<file path="config.mk">
export PLATFORM = sky130hd
export DESIGN_NAME = multiword_add_seq
export DESIGN_NICKNAME = d
export VERILOG_FILES = /design/src/rtl/multiword_add_pkg.sv /design/src/rtl/multiword_add_seq_nbitfulladder.sv /design/src/rtl/multiword_add_seq.sv
export SDC_FILE = /design/constraint.sdc
export NUM_CORES = 1
export LEC_CHECK = 0
export ABC_AREA = 1
export CORE_MARGIN = 2
export CORE_UTILIZATION = 28
export DETAILED_ROUTE_END_ITERATION = 8
export GPL_ROUTABILITY_DRIVEN = 1
export PLACE_DENSITY = 0.59
export REMOVE_ABC_BUFFERS = 1
export SYNTH_ARGS = -nofsm -noshare
export SYNTH_HDL_FRONTEND = slang
export SYNTH_SLANG_ARGS = --single-unit
</file>
<file path="constraint.sdc">
create_clock -name clk -period 3 [get_ports clk]
set_clock_uncertainty 0.05 [all_clocks]
set_input_delay 0.75 -clock clk [delete_from_list [all_inputs] [get_ports clk]]
set_output_delay 0.75 -clock clk [all_outputs]
set_load 0.005 [all_outputs]
</file>
<file path="src/rtl/multiword_add_pkg.sv">
// Shared types and helpers for the word-serial multi-word adder.
package multiword_add_pkg;

    typedef enum logic [1:0] {S_IDLE, S_RUN, S_DONE} mwa_state_t;

    // Width of the word index counter; at least one bit even for a single word.
    function automatic int unsigned idx_width(input int unsigned words);
        return (words > 1) ? $clog2(words) : 1;
    endfunction

endpackage

</file>
<file path="src/rtl/multiword_add_seq_nbitfulladder.sv">
// Plain N-bit ripple adder with carry in/out; the shared datapath slice.
module NBitFullAdder #(
    parameter int unsigned N = 4
) (
    input  logic [N-1:0] a,
    input  logic [N-1:0] b,
    input  logic         cin,
    output logic [N-1:0] sum,
    output logic         cout
);

    assign {cout, sum} = {1'b0, a} + {1'b0, b} + {{N{1'b0}}, cin};

endmodule

</file>
<file path="src/rtl/multiword_add_seq.sv">
// Word-serial add/subtract of W*WORDS-bit operands through one W-bit adder, LSW first,
// with valid/ready handshakes on the command and result sides.
module multiword_add_seq
    import multiword_add_pkg::*;
#(
    parameter int unsigned W     = 4,
    parameter int unsigned WORDS = 4
) (
    input  logic               clk,
    input  logic               rst,
    input  logic               start_valid,
    output logic               start_ready,
    input  logic [W*WORDS-1:0] a_in,
    input  logic [W*WORDS-1:0] b_in,
    input  logic               cin,
    input  logic               sub,
    output logic               res_valid,
    input  logic               res_ready,
    output logic [W*WORDS-1:0] sum_out,
    output logic               cout_out,
    output logic               ovf_out
);

    localparam int unsigned TW    = W * WORDS;
    localparam int unsigned IDX_W = idx_width(WORDS);
    localparam logic [IDX_W-1:0] LAST_IDX = IDX_W'(WORDS - 1);

    mwa_state_t     state_q;
    logic [TW-1:0]  a_q;
    logic [TW-1:0]  b_q;
    logic [IDX_W-1:0] idx_q;
    logic           carry_q;

    logic [W-1:0]   a_word;
    logic [W-1:0]   b_word;
    logic [W-1:0]   s_word;
    logic           c_word;

    assign a_word = a_q[idx_q*W +: W];
    assign b_word = b_q[idx_q*W +: W];

    NBitFullAdder #(
        .N (W)
    ) u_adder (
        .a    (a_word),
        .b    (b_word),
        .cin  (carry_q),
        .sum  (s_word),
        .cout (c_word)
    );

    always_ff @(posedge clk) begin
        if (rst) begin
            state_q     <= S_IDLE;
            start_ready <= 1'b1;
            res_valid   <= 1'b0;
            sum_out     <= '0;
            cout_out    <= 1'b0;
            ovf_out     <= 1'b0;
            idx_q       <= '0;
            carry_q     <= 1'b0;
            a_q         <= '0;
            b_q         <= '0;
        end else begin
            unique case (state_q)
                S_IDLE: begin
                    if (start_valid) begin
                        // Subtraction is A + ~B + 1, so B is stored pre-inverted.
                        a_q         <= a_in;
                        b_q         <= sub ? ~b_in : b_in;
                        carry_q     <= sub ? 1'b1 : cin;
                        idx_q       <= '0;
                        start_ready <= 1'b0;
                        state_q     <= S_RUN;
                    end
                end
                S_RUN: begin
                    sum_out[idx_q*W +: W] <= s_word;
                    carry_q               <= c_word;
                    if (idx_q == LAST_IDX) begin
                        cout_out  <= c_word;
                        ovf_out   <= (a_word[W-1] == b_word[W-1]) && (s_word[W-1] != a_word[W-1]);
                        res_valid <= 1'b1;
                        state_q   <= S_DONE;
                    end else begin
                        idx_q <= idx_q + 1'b1;
                    end
                end
                S_DONE: begin
                    if (res_ready) begin
                        res_valid   <= 1'b0;
                        start_ready <= 1'b1;
                        state_q     <= S_IDLE;
                    end
                end
                default: state_q <= S_IDLE;
            endcase
        end
    end

endmodule

</file>
After elaboration in Yosys (flattened, before gate mapping)
Index checks and enable logic that the tools add are counted.

Output and inout port bits: 20. ROM bits: 0. Memories: 0. Register bits: 57. Bits in latches: 0. RAM bits: 0. Logic and storage cells: 58.

Bitwise logic cells: 1. Reductions and logical operators: 12. Equal/unequal tests: 9. Div/mod/pow operators: 0. Add/subtract/negate cells: 4. Multiply operators: 0. Shifts and indexed selects: 4. Order comparisons: 0. Muxes and demuxes: 18.

Operators with widths (count): 4-bit negation with 34-bit output (1); 4-bit by 34-bit variable shift with 16-bit output (first input constant) (1); 4-bit by 34-bit variable part select with 16-bit output (1); 16-bit by 5-bit variable part select with 4-bit output (2); 16-bit bitwise mux (1); 16-bit two-way mux (1); 16-bit inverter (1); 3-bit AND reduction (4); 2-bit two-way mux (5); 2-bit != test (second input constant) (4); 1-bit two-way mux (6); 1-bit case mux with 2 select lines (3); 2-bit case mux with 3 select lines (1); 2-bit AND reduction (3); 2-bit nonzero test (3); 4-bit by 4-bit adder with 5-bit output (1); 5-bit by 1-bit adder with 5-bit output (1); 2-bit == test (second input constant) (2); 2-bit case mux with 2 select lines (1); 2-bit by 1-bit adder with 2-bit output (second input constant) (1); 2-bit by 1-bit == test with 1-bit output (second input constant) (1); 2-bit logical NOT (1); 1-bit == test (1); 1-bit logical AND (1); 1-bit != test (1).

Depth between registers and ports, before layout
Depth in word-level cells: 5. Depth in mapped cells: 13.

Modules after synthesis
A second synthesis with hierarchy kept.

Cell total of the unflattened synthesis: 368. Area, all modules: 2842.7 um^2.

Modules (own cells, without submodules): multiword_add_seq (area an instance 2677.6 um^2, cells an instance 343, instances 1); NBitFullAdder (area an instance 165.2 um^2, cells an instance 25, instances 1).

Worst setup path before layout
No wires, ideal clock.

Path kind: flip-flop to flip-flop. Start: register idx_q[0]. End: register sum_out[6]. Setup time: 0.065 ns. Setup slack: 0.529 ns. Cell stages (with the launch flop): 13. Arrival: 2.355 ns. Path through: dfxtp_1 > inv_1 > buf_2 > buf_2 > nor2_1 > o22ai_1 > fa_1 > fa_1 > xor2_1 > nand2_1 > nor2_1 > a22oi_1 > nor2_1.

Longest elaborated chain between the ends: 5.

RTL lines: start, declared (RTL line multiword_add_seq.sv:31) `logic [IDX_W-1:0] idx_q;`; start signal, assigned (RTL line multiword_add_seq.sv:86) `idx_q <= idx_q + 1'b1;`; 16-bit by 5-bit variable part select with 4-bit output, on equally long branches (RTL line multiword_add_seq.sv:39, multiword_add_seq.sv:40); 4-bit by 4-bit adder with 5-bit output (RTL line multiword_add_seq_nbitfulladder.sv:12) `assign {cout, sum} = {1'b0, a} + {1'b0, b} + {{N{1'b0}}, cin};`; 5-bit by 1-bit adder with 5-bit output (RTL line multiword_add_seq_nbitfulladder.sv:12); 4-bit by 34-bit variable part select with 16-bit output (RTL line multiword_add_seq.sv:78) `sum_out[idx_q*W +: W] <= s_word;`; 16-bit bitwise mux (*) (RTL line multiword_add_seq.sv:78); end signal, assigned by index (RTL line multiword_add_seq.sv:78); end, declared (RTL line multiword_add_seq.sv:19) `output logic [W*WORDS-1:0] sum_out,`.

Mark *: on every way between the ends. The rest lies on a longest branch, timed or not. A chain may end at the register's enable or synchronous reset.

Final worst setup path
Ends and elaborated chain as after synthesis.

==> reports/metrics.cfg <==
[outcome]
outcome = complete, no violations

[floorplan]
initial_core_util = 0.284
core-area_um2 = 9640
std_cell_rows = 36
io_pins = 58
die_y_um = 103
dieWidth_um = 103
dieArea_um2 = 10600

[detailed_routing]
wl_met1_um = 2930
wl_met3_um = 289
vias = 2399
wl_per_cell_um = 12.0
drc = 0
final_antenna_net_count = 0
first_pass_iters = 5
viasPerCell = 4.50
drt_iter0_markers = 97
highest_layer = met4
finalWirelength_um = 6370
wl_met2_um = 3060

[pwr]
swShare = 0.292
power_leakage_nw = 1.33
pwr_density_cell_nw_per_um2 = 549
p_comb_frac = 0.230
power_mw = 1.98
ir_drop_mv = 0.201
p_seq_frac = 0.421
p_sw_mw = 0.579
clkPwrFrac = 0.349
p_int_mw = 1.40

[sta]
hold_violations = 0
finalCritPeriodShare = 0.876
slew_headroom = 0.662
rsz0062_at_grt = no
setup_violations = 0
fmax_ghz = 0.380
finalCriticalPeriod_ns = 2.63
finalSetupTns_ns = 0
tightest_slew_ns = 0.507
drv_slew = 0

[synth]
yosysWarnings = 0
syn_area_per_cell_um2 = 8.09
ys_ff_latch = 57
synthesis.area_um2 = 2730
synthTopCellsByArea = dfxtp_1, nor2_1, o21ai_0, xnor2_1, nand2_1
ys_types = 33
netlist_instances = 338
synth_top_area_frac = 0.417
yosys.area.top_type = dfxtp_1
ys_seq_area_frac = 0.417

[critical_path]
cp-start-kind = register
path_class = reg -> reg
crit_chain = inv_1, o21ai_0, o22ai_1, fa_1, fa_1, xor2_1, nand2_1, nor2_1, a22oi_1, nor2_1
crit_path_end_kind = register
crit_fanout = 12
cp.arrival_ns = 2.85
crit_buf_inv = 1
critPathRequiredTime_ns = 3.23
critPathTopFamily = adder cells
critical-path-max-stage-delay_ns = 0.45
slowest_stage = fa_1

[global_route]
grt_use_total = 0.131
antenna_found_initial = 0
grt-ovfl-total = 0
grt_max_degree = 36
grt_pass1_wl_um = 10700
grt_pass1_vias = 2345

[finish]
nNetsFinal = 444
synthToLayoutAreaGrowth_pct = 32.1
multi_input_area_um2 = 1420
final-seq-area_um2 = 1140
final_util = 0.375
fin_area_um2 = 3610
fill_cells = 1051
mostFrequentLayoutCells = nor2_1, dfxtp_1, clkdlybuf4s50_1
layout-drive-gt1-share = 0.105
final_common_cell = nor2_1
antenna_cells = 0

[placed_design]
gp_congestion = 0.802
place_area_um2 = 3420
port_buffers = 57
hpwl_um = 4700

[clock_tree]
htree_levels = 3
holdBufCountCts = 0
ctsResizeCount = 0
cts_num_sinks = 57
insertion_delay_ns = 0.34
post_cts_buffers = 0
cts_root_buf = clkbuf_8
path_clk_slew_ns = 0.06
clock_path_buffers = 2
cts_tree = done
cts-buffers-inserted = 9

[run]
maxCapViolCount = 0

[worst_hold_path]
hp-class = reg -> reg

[tightest hold or removal path, delay by kind of cell, from the launching register on]
family	cells	cell delay (ns)
flip-flops	1	0.30
buffers and inverters	1	0.06
AO/OA/AOI/OAI	1	0.05
[flip-flops by register name, summed over array words and instances, names as in the netlist]
signal,count
a_q,16
b_q,16
carry_q,1
cout_out,1
idx_q,2
ovf_out,1
res_valid,1
start_ready,1
state_q,2
sum_out,16
[Yosys cell counts (all sizes together)]
cell	n
a211oi	16
a21oi	22
a22oi	4
buf	16
clkbuf	4
clkinv	1
dfxtp	57
fa	2
ha	9
inv	15
nand2	37
nand3	9
nand3b	1
nand4	3
nor2	75
nor3	1
nor3b	1
nor4	1
o211ai	1
o21ai	37
o21bai	2
o22ai	7
xnor2	16
xor2	1
[routing by layer]
metal	vias up	global-route usage
met5	-	0
met1	1092	0.155
met2	50	0.222
met4	0	0.0496
met3	9	0.0414
li1	1248	-
[cell families after synthesis]
kind of cell    share of synthesized area
simple gates                        0.206
flops                               0.417
buf+inv                            0.0641
fa+ha+maj                          0.0558
xor+xnor                           0.0545
compound gates                      0.202
[worst paths after layout]
| kind | startpoint | to | slack, ns | cells past startpoint |
|---|---|---|---|---|
| setup reg to reg | idx_q[0] | sum_out[6] | 0.37 | 10 |
| hold reg to reg | a_q[11] | a_q[11] | 0.40 | 2 |
| hold / removal | a_q[11] | a_q[11] | 0.40 | 2 |
| setup / recovery | idx_q[0] | sum_out[6] | 0.37 | 10 |
[layout make-up]
class / count / area share
clock buffers: 13 / 0.0412
well taps: 133 / 0.0461
inverters: 16 / 0.0166
clock inverters: 3 / 0.0111
flip-flops and latches: 57 / 0.316
multi-input cells: 245 / 0.392
repair buffers: 66 / 0.177
[power groups by stage]
stage | clock network, mW | logic (mW) | registers, mW
floorplan | 0 | 0.278 | 0.855
global placement | 0 | 0.449 | 0.851
detailed placement | 0 | 0.459 | 0.852
CTS | 0.712 | 0.460 | 0.836
global route | 0.750 | 0.519 | 0.841
finish | 0.692 | 0.456 | 0.836
[metrics by stage]
step                      setup slack, ns  std cells  hold WS, ns
after CTS                           0.381        533        0.410
final                               0.371        533        0.403
after floorplan                    0.0385        318        0.376
after global placement              0.564        517        0.396
after detailed placement            0.401        517        0.400
after global routing               0.0639        533        0.431
(Power assumes the default switching activity.)
